**config.mk**
```make
export PLATFORM = sky130hd
export DESIGN_NAME = mem_wr_monitor
export DESIGN_NICKNAME = d
export VERILOG_FILES = /design/src/rtl/manta_style_pkg.sv /design/src/rtl/mem_wr_log_fifo.sv /design/src/rtl/mem_wr_monitor.sv
export SDC_FILE = /design/constraint.sdc
export NUM_CORES = 1
export LEC_CHECK = 0
export ABC_AREA = 1
export CORE_ASPECT_RATIO = 1.25
export CORE_MARGIN = 4
export CORE_UTILIZATION = 40
export DETAILED_ROUTE_END_ITERATION = 7
export GPL_TIMING_DRIVEN = 1
export SKIP_CTS_REPAIR_TIMING = 1
export SLEW_MARGIN = 20
export SYNTH_ARGS = -nofsm -noshare
export SYNTH_HDL_FRONTEND = slang
export SYNTH_SLANG_ARGS = --single-unit
```
**constraint.sdc**
```tcl
create_clock -name clk -period 10 [get_ports clk]
set_input_delay 2 -clock clk [delete_from_list [all_inputs] [get_ports clk]]
set_output_delay 2 -clock clk [all_outputs]
set_load 0.01 [all_outputs]
```
**src/rtl/manta_style_pkg.sv**
```systemverilog
// Shared constants and state encoding for the manta_style write-port monitor.
package manta_style_pkg;

  localparam int          WORD_W        = 16;
  localparam logic [15:0] EOT_ADDR      = 16'hd074;
  localparam logic [15:0] EOT_DATA      = 16'hd074;
  localparam logic [15:0] MMIO_BASE_DEF = 16'hd000;

  typedef enum logic [1:0] {
    RUN   = 2'd0,
    DRAIN = 2'd1,
    DONE  = 2'd2
  } mon_state_t;

endpackage

```
**src/rtl/mem_wr_log_fifo.sv**
```systemverilog
// Show-ahead synchronous FIFO: the head entry is held in a register, so a push
// into an empty FIFO is visible on head_data the cycle after it lands.
module mem_wr_log_fifo #(
  parameter int WIDTH = 32,
  parameter int DEPTH = 8,
  localparam int PTR_W = $clog2(DEPTH),
  localparam int CNT_W = $clog2(DEPTH) + 1
) (
  input  logic             clk,
  input  logic             rst,
  input  logic             push,
  input  logic [WIDTH-1:0] push_data,
  input  logic             pop,
  output logic [WIDTH-1:0] head_data,
  output logic             valid,
  output logic             full,
  output logic [CNT_W-1:0] count
);

  logic [WIDTH-1:0] r_mem [DEPTH];
  logic [PTR_W-1:0] r_wr_ptr;
  logic [PTR_W-1:0] r_rd_ptr;
  logic [CNT_W-1:0] r_count;
  logic [WIDTH-1:0] r_head;
  logic             r_valid;

  logic             w_full;
  logic             w_do_pop;
  logic             w_do_push;
  logic             w_bypass;
  logic [PTR_W-1:0] w_rd_ptr_next;
  logic [CNT_W-1:0] w_count_next;
  logic [WIDTH-1:0] w_head_next;

  assign w_full        = (r_count == CNT_W'(DEPTH));
  assign w_do_pop      = pop && r_valid;
  assign w_do_push     = push && (!w_full || w_do_pop);
  assign w_rd_ptr_next = r_rd_ptr + PTR_W'(w_do_pop);
  assign w_count_next  = r_count + CNT_W'(w_do_push) - CNT_W'(w_do_pop);

  // The incoming entry becomes the new head when nothing older survives this cycle.
  assign w_bypass    = w_do_push && ((r_count == '0) ||
                                     ((r_count == CNT_W'(1)) && w_do_pop));
  assign w_head_next = w_bypass ? push_data : r_mem[w_rd_ptr_next];

  always_ff @(posedge clk) begin
    if (w_do_push) begin
      r_mem[r_wr_ptr] <= push_data;
    end
  end

  always_ff @(posedge clk) begin
    if (rst) begin
      r_wr_ptr <= '0;
      r_rd_ptr <= '0;
      r_count  <= '0;
      r_head   <= '0;
      r_valid  <= 1'b0;
    end else begin
      if (w_do_push) begin
        r_wr_ptr <= r_wr_ptr + PTR_W'(1);
      end
      r_rd_ptr <= w_rd_ptr_next;
      r_count  <= w_count_next;
      r_valid  <= (w_count_next != '0);
      r_head   <= w_head_next;
    end
  end

  assign head_data = r_head;
  assign valid     = r_valid;
  assign full      = w_full;
  assign count     = r_count;

endmodule

```
**src/rtl/mem_wr_monitor.sv**
```systemverilog
// Write-port sink: counts writes, logs MMIO writes, detects end-of-test and drains.
// Optional watchdog timeout is compiled in with MEM_WR_MONITOR_WATCHDOG_EN.
module mem_wr_monitor
  import manta_style_pkg::*;
#(
  parameter int                          WORD_W          = manta_style_pkg::WORD_W,
  parameter logic [WORD_W-1:0]           MMIO_BASE       = WORD_W'(MMIO_BASE_DEF),
  parameter int                          LOG_DEPTH       = 8,
  parameter int                          DRAIN_CYCLES    = 5,
  parameter int                          WATCHDOG_CYCLES = 100000
) (
  input  logic                         clk,
  input  logic                         rst,
  input  logic                         mem_wr_en,
  input  logic [WORD_W-1:0]            mem_wr_dest,
  input  logic [WORD_W-1:0]            mem_wr_data,
  input  logic                         log_rd_en,
  output logic                         log_rd_valid,
  output logic [WORD_W-1:0]            log_rd_dest,
  output logic [WORD_W-1:0]            log_rd_data,
  output logic [$clog2(LOG_DEPTH):0]   log_count,
  output logic                         log_overflow,
  output logic [15:0]                  wr_count,
  output logic [31:0]                  cycle_count,
  output logic                         eot,
  output logic                         done,
  output logic                         timeout
);

  localparam int DRAIN_W = $clog2(DRAIN_CYCLES) + 1;

  mon_state_t         r_state;
  mon_state_t         w_state_next;
  logic [DRAIN_W-1:0] r_drain_cnt;
  logic [DRAIN_W-1:0] w_drain_cnt_next;
  logic [15:0]        r_wr_count;
  logic [31:0]        r_cycle_count;
  logic               r_eot;
  logic               r_done;
  logic               r_overflow;

  logic               w_accept;
  logic               w_is_eot;
  logic               w_log_push;
  logic               w_log_pop;
  logic               w_fifo_full;
  logic               w_wd_fire;
  logic [2*WORD_W-1:0] w_head;

  assign w_accept   = mem_wr_en && (r_state != DONE);
  assign w_is_eot   = mem_wr_en && (r_state == RUN) &&
                      (mem_wr_dest == WORD_W'(EOT_ADDR)) &&
                      (mem_wr_data == WORD_W'(EOT_DATA));
  // The handshake write itself is counted but kept out of the log.
  assign w_log_push = w_accept && (mem_wr_dest >= MMIO_BASE) && !w_is_eot;
  assign w_log_pop  = log_rd_en && log_rd_valid;

  always_comb begin
    w_state_next     = r_state;
    w_drain_cnt_next = r_drain_cnt;
    w_wd_fire        = 1'b0;
    case (r_state)
      RUN: begin
        if (w_is_eot) begin
          w_state_next     = DRAIN;
          w_drain_cnt_next = DRAIN_W'(DRAIN_CYCLES - 1);
        end
`ifdef MEM_WR_MONITOR_WATCHDOG_EN
        else if (r_cycle_count == 32'(WATCHDOG_CYCLES - 1)) begin
          w_state_next = DONE;
          w_wd_fire    = 1'b1;
        end
`endif
      end
      DRAIN: begin
        if (r_drain_cnt == '0) begin
          w_state_next = DONE;
        end else begin
          w_drain_cnt_next = r_drain_cnt - DRAIN_W'(1);
        end
      end
      DONE: begin
        w_state_next = DONE;
      end
      default: begin
        w_state_next = RUN;
      end
    endcase
  end

  always_ff @(posedge clk) begin
    if (rst) begin
      r_state       <= RUN;
      r_drain_cnt   <= '0;
      r_wr_count    <= '0;
      r_cycle_count <= '0;
      r_eot         <= 1'b0;
      r_done        <= 1'b0;
      r_overflow    <= 1'b0;
    end else begin
      r_state     <= w_state_next;
      r_drain_cnt <= w_drain_cnt_next;
      if (w_accept) begin
        r_wr_count <= r_wr_count + 16'd1;
      end
      if ((r_state != DONE) && (r_cycle_count != '1)) begin
        r_cycle_count <= r_cycle_count + 32'd1;
      end
      if (w_is_eot) begin
        r_eot <= 1'b1;
      end
      if (w_state_next == DONE) begin
        r_done <= 1'b1;
      end
      if (w_log_push && w_fifo_full && !w_log_pop) begin
        r_overflow <= 1'b1;
      end
    end
  end

`ifdef MEM_WR_MONITOR_WATCHDOG_EN
  logic r_timeout;

  always_ff @(posedge clk) begin
    if (rst) begin
      r_timeout <= 1'b0;
    end else if (w_wd_fire) begin
      r_timeout <= 1'b1;
    end
  end

  assign timeout = r_timeout;
`else
  // Watchdog absent: the limit parameter is only folded into a dead signal.
  logic w_unused_wd;
  assign w_unused_wd = ^{32'(WATCHDOG_CYCLES), w_wd_fire};
  assign timeout     = 1'b0;
`endif

  mem_wr_log_fifo #(
    .WIDTH (2 * WORD_W),
    .DEPTH (LOG_DEPTH)
  ) u_log_fifo (
    .clk       (clk),
    .rst       (rst),
    .push      (w_log_push),
    .push_data ({mem_wr_dest, mem_wr_data}),
    .pop       (log_rd_en),
    .head_data (w_head),
    .valid     (log_rd_valid),
    .full      (w_fifo_full),
    .count     (log_count)
  );

  assign log_rd_dest  = w_head[2*WORD_W-1:WORD_W];
  assign log_rd_data  = w_head[WORD_W-1:0];
  assign log_overflow = r_overflow;
  assign wr_count     = r_wr_count;
  assign cycle_count  = r_cycle_count;
  assign eot          = r_eot;
  assign done         = r_done;

endmodule

```
==> summary.md, run 1 <==
| Metric | Value |
|---|---|
| Top-count cell post-synth | `nand2_1` |
| Worst clock skew | `16.6 ps` |
| Routed wire per std cell | `17.1 um` |
| Area delta synth->final | `18.5%` |
| Fraction of layout cells with a size suffix above 1 | `6.11%` |
| N_diodes | `0` |
| WS Path Type | `primary input to flop` |
| TritonCTS clock tree | `built` |
| Yosys warnings | `0` |
| DRT Pass-1 Iters | `4` |
| Via density | `5.03` |
| Die H | `225 um` |
| Critical Path Start | `log_rd_en` |
| Cell variety after synth | `38` |
| Fin crit period | `4950 ps` |
| Asr flop ratio synth | `0%` |
| Syn_area_per_cell | `9.83 sq um` |
| Leak | `6.56 nW` |
| Count of input and output buffers | `123` |
| Via count | `10,800` |
| Post-synth EDFFs | `256` |
| Post-layout nets | `1,691` |
| Reg clk slew, reported paths | `60 ps` |
| I/O pin count | `125` |
| Area of the multi-input gates | `4680 sq um` |
| Sequential share of the synthesized area | `64.2%` |
| Detailed placer's ending HPWL | `20.5 mm` |
| Fin. max-slew vios | `0` |
| TritonCTS buffer count | `38` |
| Final period utilization | `49.5%` |
| Unrepaired setup endpoints after global routing | `no` |
| Min-Delay Path Class | `flop to flop` |
| GRT Overall Usage | `17.8%` |
| Status | `completed` |
| Slew margin rel. | `39.2%` |
| R2R depth | `13` |
| Die Wd | `182 um` |
| Clock Latency Late Sink | `540 ps` |
| Clock sinks | `356` |
| Largest area contributor in the netlist | `edfxtp_1` |
| Fill cells | `3,429` |
| Final Non-Filler Cells | `2,156` |
| Top-area cell type share of the netlist area | `51.0%` |
| Grt ovf | `0` |
| Post-place instance area | `16,700 sq um` |
| Met3 wire length | `2.17 mm` |
| R2R Setup Slk | `6630 ps` |
| Root Buffer | `clkbuf_16` |
| Top cells by count, synth | `nand2_1, edfxtp_1, nor2_1, nand3_1, dfxtp_1` |
| H-tree Lvls | `2` |
| Worst endpoint required time | `10,410 ps` |
| First-pass GRT wire length | `58.0 mm` |
| CP Capture Point | `u_log_fifo.head_data[26]` |
| CP arrival | `5360 ps` |
| Core area | `37,300 sq um` |
| Total power draw | `3.92 mW` |
| Met2 WL | `18.0 mm` |
| M1 WL | `15.7 mm` |
| Main flop type after synthesis | `edfxtp_1` |
| Reg2Reg Capture Point | `u_log_fifo.head_data[26]` |
| Synth area leaders | `edfxtp_1, dfxtp_1, nand2_1` |
| Setup crit start kind | `primary input` |
| Synthesized instance count | `1,534` |
| Top sig layer | `met4` |
| Design area | `17,900 sq um` |
| Peak Freq | `202 MHz` |
| Post-route antenna net violation count | `0` |
| Die area | `40,900 sq um` |
| Largest net degree at the start of global routing | `85` |
| Post-synthesis cell area | `15,100 sq um` |
| Core Util, Final | `48.0%` |
| MaxCap Viol Count | `0` |
| Synth Net Count | `1,583` |
| Tightest Pin Transition | `912 ps` |
| Setup violators final | `0` |
| Initial antenna violation count | `0` |
| Initial Utilization | `40.5%` |
| Reg2reg start | `u_log_fifo.valid` |
| Largest buffer count on any clock path | `3` |
| Vias in the first global route | `10,700` |
| Crit path max fanout | `84` |
| Reg area | `9690 sq um` |
| Flops & latches, synth | `356` |
| Final Hold Fails | `0` |
| Drc violations | `0` |
| Setup TNS | `0 ps` |
| Pwr dens | `219 nW/um^2` |
| Initial drt markers | `668` |
| Post-placement cell count | `2,088` |
| CP Capture Type | `flop` |
| Site Rows | `79` |
| Drt total wl | `36.8 mm` |
| Worst vdd ir | `0.161 mV` |
| Final GP Congestion | `0.804` |
-- flip-flops by register name, indices dropped and copies added (netlist names) --
register,count
u_log_fifo.r_mem,256
cycle_count,32
u_log_fifo.head_data,32
wr_count,16
r_drain_cnt,4
u_log_fifo.count,4
u_log_fifo.r_rd_ptr,3
u_log_fifo.r_wr_ptr,3
r_state,2
done,1
eot,1
log_overflow,1
u_log_fifo.valid,1
-- worst max-delay path, stage by stage --
cell and delay, ps:
clkdlybuf4s50_1 390, nand2_1 110, inv_1 110, ha_4 670, clkinv_2 690, buf_4 610, nand2_1 160, nand3_1 90
nand3_1 130, nand2_1 60, inv_1 50, nand2_1 50, nand2_1 90, nor2_1 40
-- per-stage QoR --
| stage | worst slack, ps | hold WS, ps |
|---|---|---|
| after floorplan | 4520 | 444 |
| final | 5050 | 466 |
| after detailed placement | 4470 | 450 |
| after global placement | 4500 | 449 |
| after global routing | 4630 | 500 |
| after CTS | 5030 | 470 |
-- report_power, final --
group / switching (mW) / leakage, nW / internal (mW)
sequential: 0.0297 / 3.12 / 1.65
combinational: 0.577 / 2.88 / 0.343
clock: 0.553 / 0.561 / 0.772
total: 1.16 / 6.56 / 2.76
-- routing by layer --
metal | vias to the layer above | global-route usage, %
li1 | 5353 | -
met1 | 5103 | 22.6
met2 | 307 | 30.8
met3 | 71 | 3.39
met4 | 0 | 5.47
met5 | - | 0
-- area by class of cell --
| cell class | instances | share of cell area (%) |
|---|---|---|
| Sequential cell | 356 | 54.2 |
| Timing Repair Buffer | 139 | 7.53 |
| Clock buffer | 55 | 5.79 |
| Clock inverter | 13 | 0.658 |
| Multi-Input combinational cell | 1001 | 26.2 |
| Inverter | 106 | 2.23 |
| Tap cell | 486 | 3.40 |
-- cells by family after synthesis --
| kind of cell | count (synthesis) | share of synthesized area [%] |
|---|---|---|
| other | 1 | 0.0249 |
| AOI/OAI and AO/OA | 183 | 6.48 |
| xor gates and xnor gates | 16 | 0.979 |
| DFF | 356 | 64.2 |
| and+or+nand+nor | 788 | 21.9 |
| buffers and inverters | 177 | 5.26 |
| adders and majority gates | 13 | 1.13 |
-- worst min path at each step --
stage	slack (ps)	cells past startpoint	to	from
after detailed placement	450	2	done	done
after floorplan	440	2	r_drain_cnt[0]	r_drain_cnt[0]
final	470	2	wr_count[14]	wr_count[14]
after global routing	500	2	wr_count[14]	wr_count[14]
after global placement	450	2	done	done
after CTS	470	2	wr_count[14]	wr_count[14]
-- cell usage in the layout, fill, tap and decap left out, types with 4 or more instances in the layout --
cell,instances
clkbuf_1,16
inv_2,6
o22ai_1,36
inv_1,96
clkbuf_16,39
ha_1,10
o21ai_0,91
a21oi_1,48
nor2_4,9
nand3_1,107
nor2_1,217
xor2_1,12
nor2_2,4
clkdlybuf4s50_1,122
buf_4,16
o21a_1,4
clkinv_1,6
nor3_1,8
edfxtp_1,256
clkinv_2,7
nand3b_1,11
dfxtp_1,100
nand4_1,13
nand2_1,402
(Power assumes the default switching activity.)
==> run 2: changes to the inputs <==
==> constraint.sdc (replaced) <==
create_clock -name clk -period 4.4 [get_ports clk]
set_input_delay 0.88 -clock clk [delete_from_list [all_inputs] [get_ports clk]]
set_output_delay 0.88 -clock clk [all_outputs]
set_load 0.01 [all_outputs]
==> run 2 against run 1 <==
Compared with the run above:
- core utilization rose by 0.55 points
- via count rose by 0.39%
- sequential power rose by 130%
- final cell count rose by 0.65%
- worst hold slack improved by 0.81 ps
- clock skew fell by 5.5 ps
- non-clock buffer count rose by 13
- count of clock-buffer cells in the layout rose by 4
- first-iteration DRC count fell by 6.9%
- flip-flop and latch count did not move
- routed wire length fell by 1.4%
- critical path depth fell by 2
==> summary.md, run 2 (synthesized netlist as in run 1, its figures left out) <==
| Metric | Value |
|---|---|
| Setup crit start kind | `primary input (unchanged)` |
| Clock Latency Late Sink | `520 ps (was 540 ps)` |
| Tightest Pin Transition | `947 ps (was 912 ps)` |
| Comb pwr share | `24.1% (was 23.5%)` |
| Reg clk slew, reported paths | `60 ps (about the same)` |
| Vias in the first global route | `10,800 (was 10,700)` |
| Core area | `37,300 sq um (unchanged)` |
| Initial antenna violation count | `2 (was 0)` |
| Status | `completed (unchanged)` |
| Detailed placer's ending HPWL | `21.4 mm (was 20.5 mm)` |
| Final Hold Fails | `0 (unchanged)` |
| Final WS setup | `1270 ps (was 5050 ps)` |
| I/O pin count | `125 (unchanged)` |
| DRT Pass-1 Iters | `5 (was 4)` |
| H-tree Lvls | `2 (unchanged)` |
| TritonCTS clock tree | `built (unchanged)` |
| Grt ovf | `0 (unchanged)` |
| Drt total wl | `36.3 mm (was 36.8 mm)` |
| Setup TNS | `0 ps (unchanged)` |
| Pwr dens | `495 nW/um^2 (was 219 nW/um^2)` |
| Worst endpoint required time | `4560 ps (was 10,410 ps)` |
| Final GP Congestion | `0.840 (was 0.804)` |
| CP arrival | `3290 ps (was 5360 ps)` |
| Initial drt markers | `622 (was 668)` |
| Site Rows | `79 (unchanged)` |
| Die area | `40,900 sq um (unchanged)` |
| Drc violations | `0 (unchanged)` |
| Fin crit period | `3130 ps` |
| Post-place instance area | `16,900 sq um (was 16,700 sq um)` |
| Commonest non-fill, non-tap cell in the layout | `nand2_1 (unchanged)` |
| Switch share | `29.8% (was 29.6%)` |
| Core Util, Final | `48.5% (was 48.0%)` |
| Via count | `10,900 (was 10,800)` |
| Largest net degree at the start of global routing | `129 (was 85)` |
| Switching power | `2.67 mW (was 1.16 mW)` |
| Area delta synth->final | `19.9% (was 18.5%)` |
| Fraction of layout cells with a size suffix above 1 | `6.71% (was 6.11%)` |
| CP Capture Type | `flop (unchanged)` |
| GRT Overall Usage | `17.5% (was 17.8%)` |
| Crit path max fanout | `32 (was 84)` |
| Slew margin rel. | `36.9% (was 39.2%)` |
| Initial Utilization | `40.5% (unchanged)` |
| First-pass GRT wire length | `57.2 mm (was 58.0 mm)` |
| Worst vdd ir | `0.412 mV (was 0.161 mV)` |
| Leak | `6.65 nW (was 6.56 nW)` |
| Peak Freq | `319 MHz` |
| Die H | `225 um (unchanged)` |
| Largest register FFs | `256 (unchanged)` |
| Design area | `18,100 sq um (was 17,900 sq um)` |
| Worst clock skew | `11.1 ps (was 16.6 ps)` |
| Final period utilization | `71.2%` |
| Via density | `5.01 (was 5.03)` |
| Fin. max-slew vios | `0 (unchanged)` |
| Unrepaired setup endpoints after global routing | `no (unchanged)` |
| Setup violators final | `0 (unchanged)` |
| Most flops, register | `u_log_fifo.r_mem (unchanged)` |
| Clock network fraction of design power | `33.4% (was 33.8%)` |
| Post-layout nets | `1,704 (was 1,691)` |
| Post-placement cell count | `2,101 (was 2,088)` |
| Min-Delay Path Class | `flop to flop (unchanged)` |
| Most frequent cells in the layout | `nand2_1, edfxtp_1, nor2_1 (unchanged)` |
| Root Buffer | `clkbuf_16 (unchanged)` |
| Count of input and output buffers | `123 (unchanged)` |
| Sequential power share | `42.5% (was 42.7%)` |
| Power Internal | `6.28 mW (was 2.76 mW)` |
| Routed wire per std cell | `16.7 um (was 17.1 um)` |
| TritonCTS buffer count | `38 (unchanged)` |
| Final hold slack | `467 ps (was 466 ps)` |
| MaxCap Viol Count | `0 (unchanged)` |
| Pre-CTS setup slack | `688 ps (was 4470 ps)` |
| Final Non-Filler Cells | `2,170 (was 2,156)` |
| Post-route antenna net violation count | `0 (unchanged)` |
| Die Wd | `182 um (unchanged)` |
| Largest buffer count on any clock path | `3 (unchanged)` |
| Total power draw | `8.95 mW (was 3.92 mW)` |
| Clock sinks | `356 (unchanged)` |
| WS Path Type | `primary input to flop (unchanged)` |
==> run 2: changes by cell type in the layout (fill, tap and decap cells not counted), moves of 2 or more <==
cell,previous run,this run
bufinv_16,2,0
clkbuf_16,39,41
buf_4,16,20
buf_12,0,9
==> run 2: worst paths after layout <==
kind,endpoint,startpoint,slack [ps],depth (start not counted)
max reg2reg,u_log_fifo.head_data[22],u_log_fifo.valid,1850,13
min reg2reg,r_drain_cnt[0],r_drain_cnt[0],470,2
min,r_drain_cnt[0],r_drain_cnt[0],470,2
max,u_log_fifo.r_mem[1][4],mem_wr_dest[8],1270,12
==> run 2: layout make-up <==
type	instances	area, sq um
flip-flops and latches	356	9690
inverters	106	399
fillers	3431	19200
repair buffers	152	1560
diodes	1	2.50
clock buffers	59	1100
multi-input cells	1001	4680
clock inverters	9	43.8
well taps	486	608
==> run 2: worst max-delay path, cell delays in order <==
cell             delay [ps]
clkdlybuf4s50_1         670
inv_1                   130
nand2_1                  80
nor2_1                   40
nand2_1                  50
nor2_1                   40
nand3_1                 240
nand2_1                 170
nor2_4                  140
nand2_1                 210
nor3_2                  160
buf_4                   460
==> run 2: routing by layer <==
metal	part of all wire [%]	vias up	GRT usage [%]
li1	-	5381	-
met2	50	256	30.5
met5	0.036	-	0
met1	43	5189	22.2
met4	1.9	2	4.60
met3	5.5	48	3.62
==> run 2: power by group through the flow <==
stage	Sequential, mW	Combinational, mW	Clock, mW
after detailed placement	3.87	2.18	0
after global routing	3.81	2.46	3.21
final	3.80	2.16	2.99
after floorplan	3.93	1.42	0
after CTS	3.80	2.19	3.07
after global placement	3.87	2.15	0
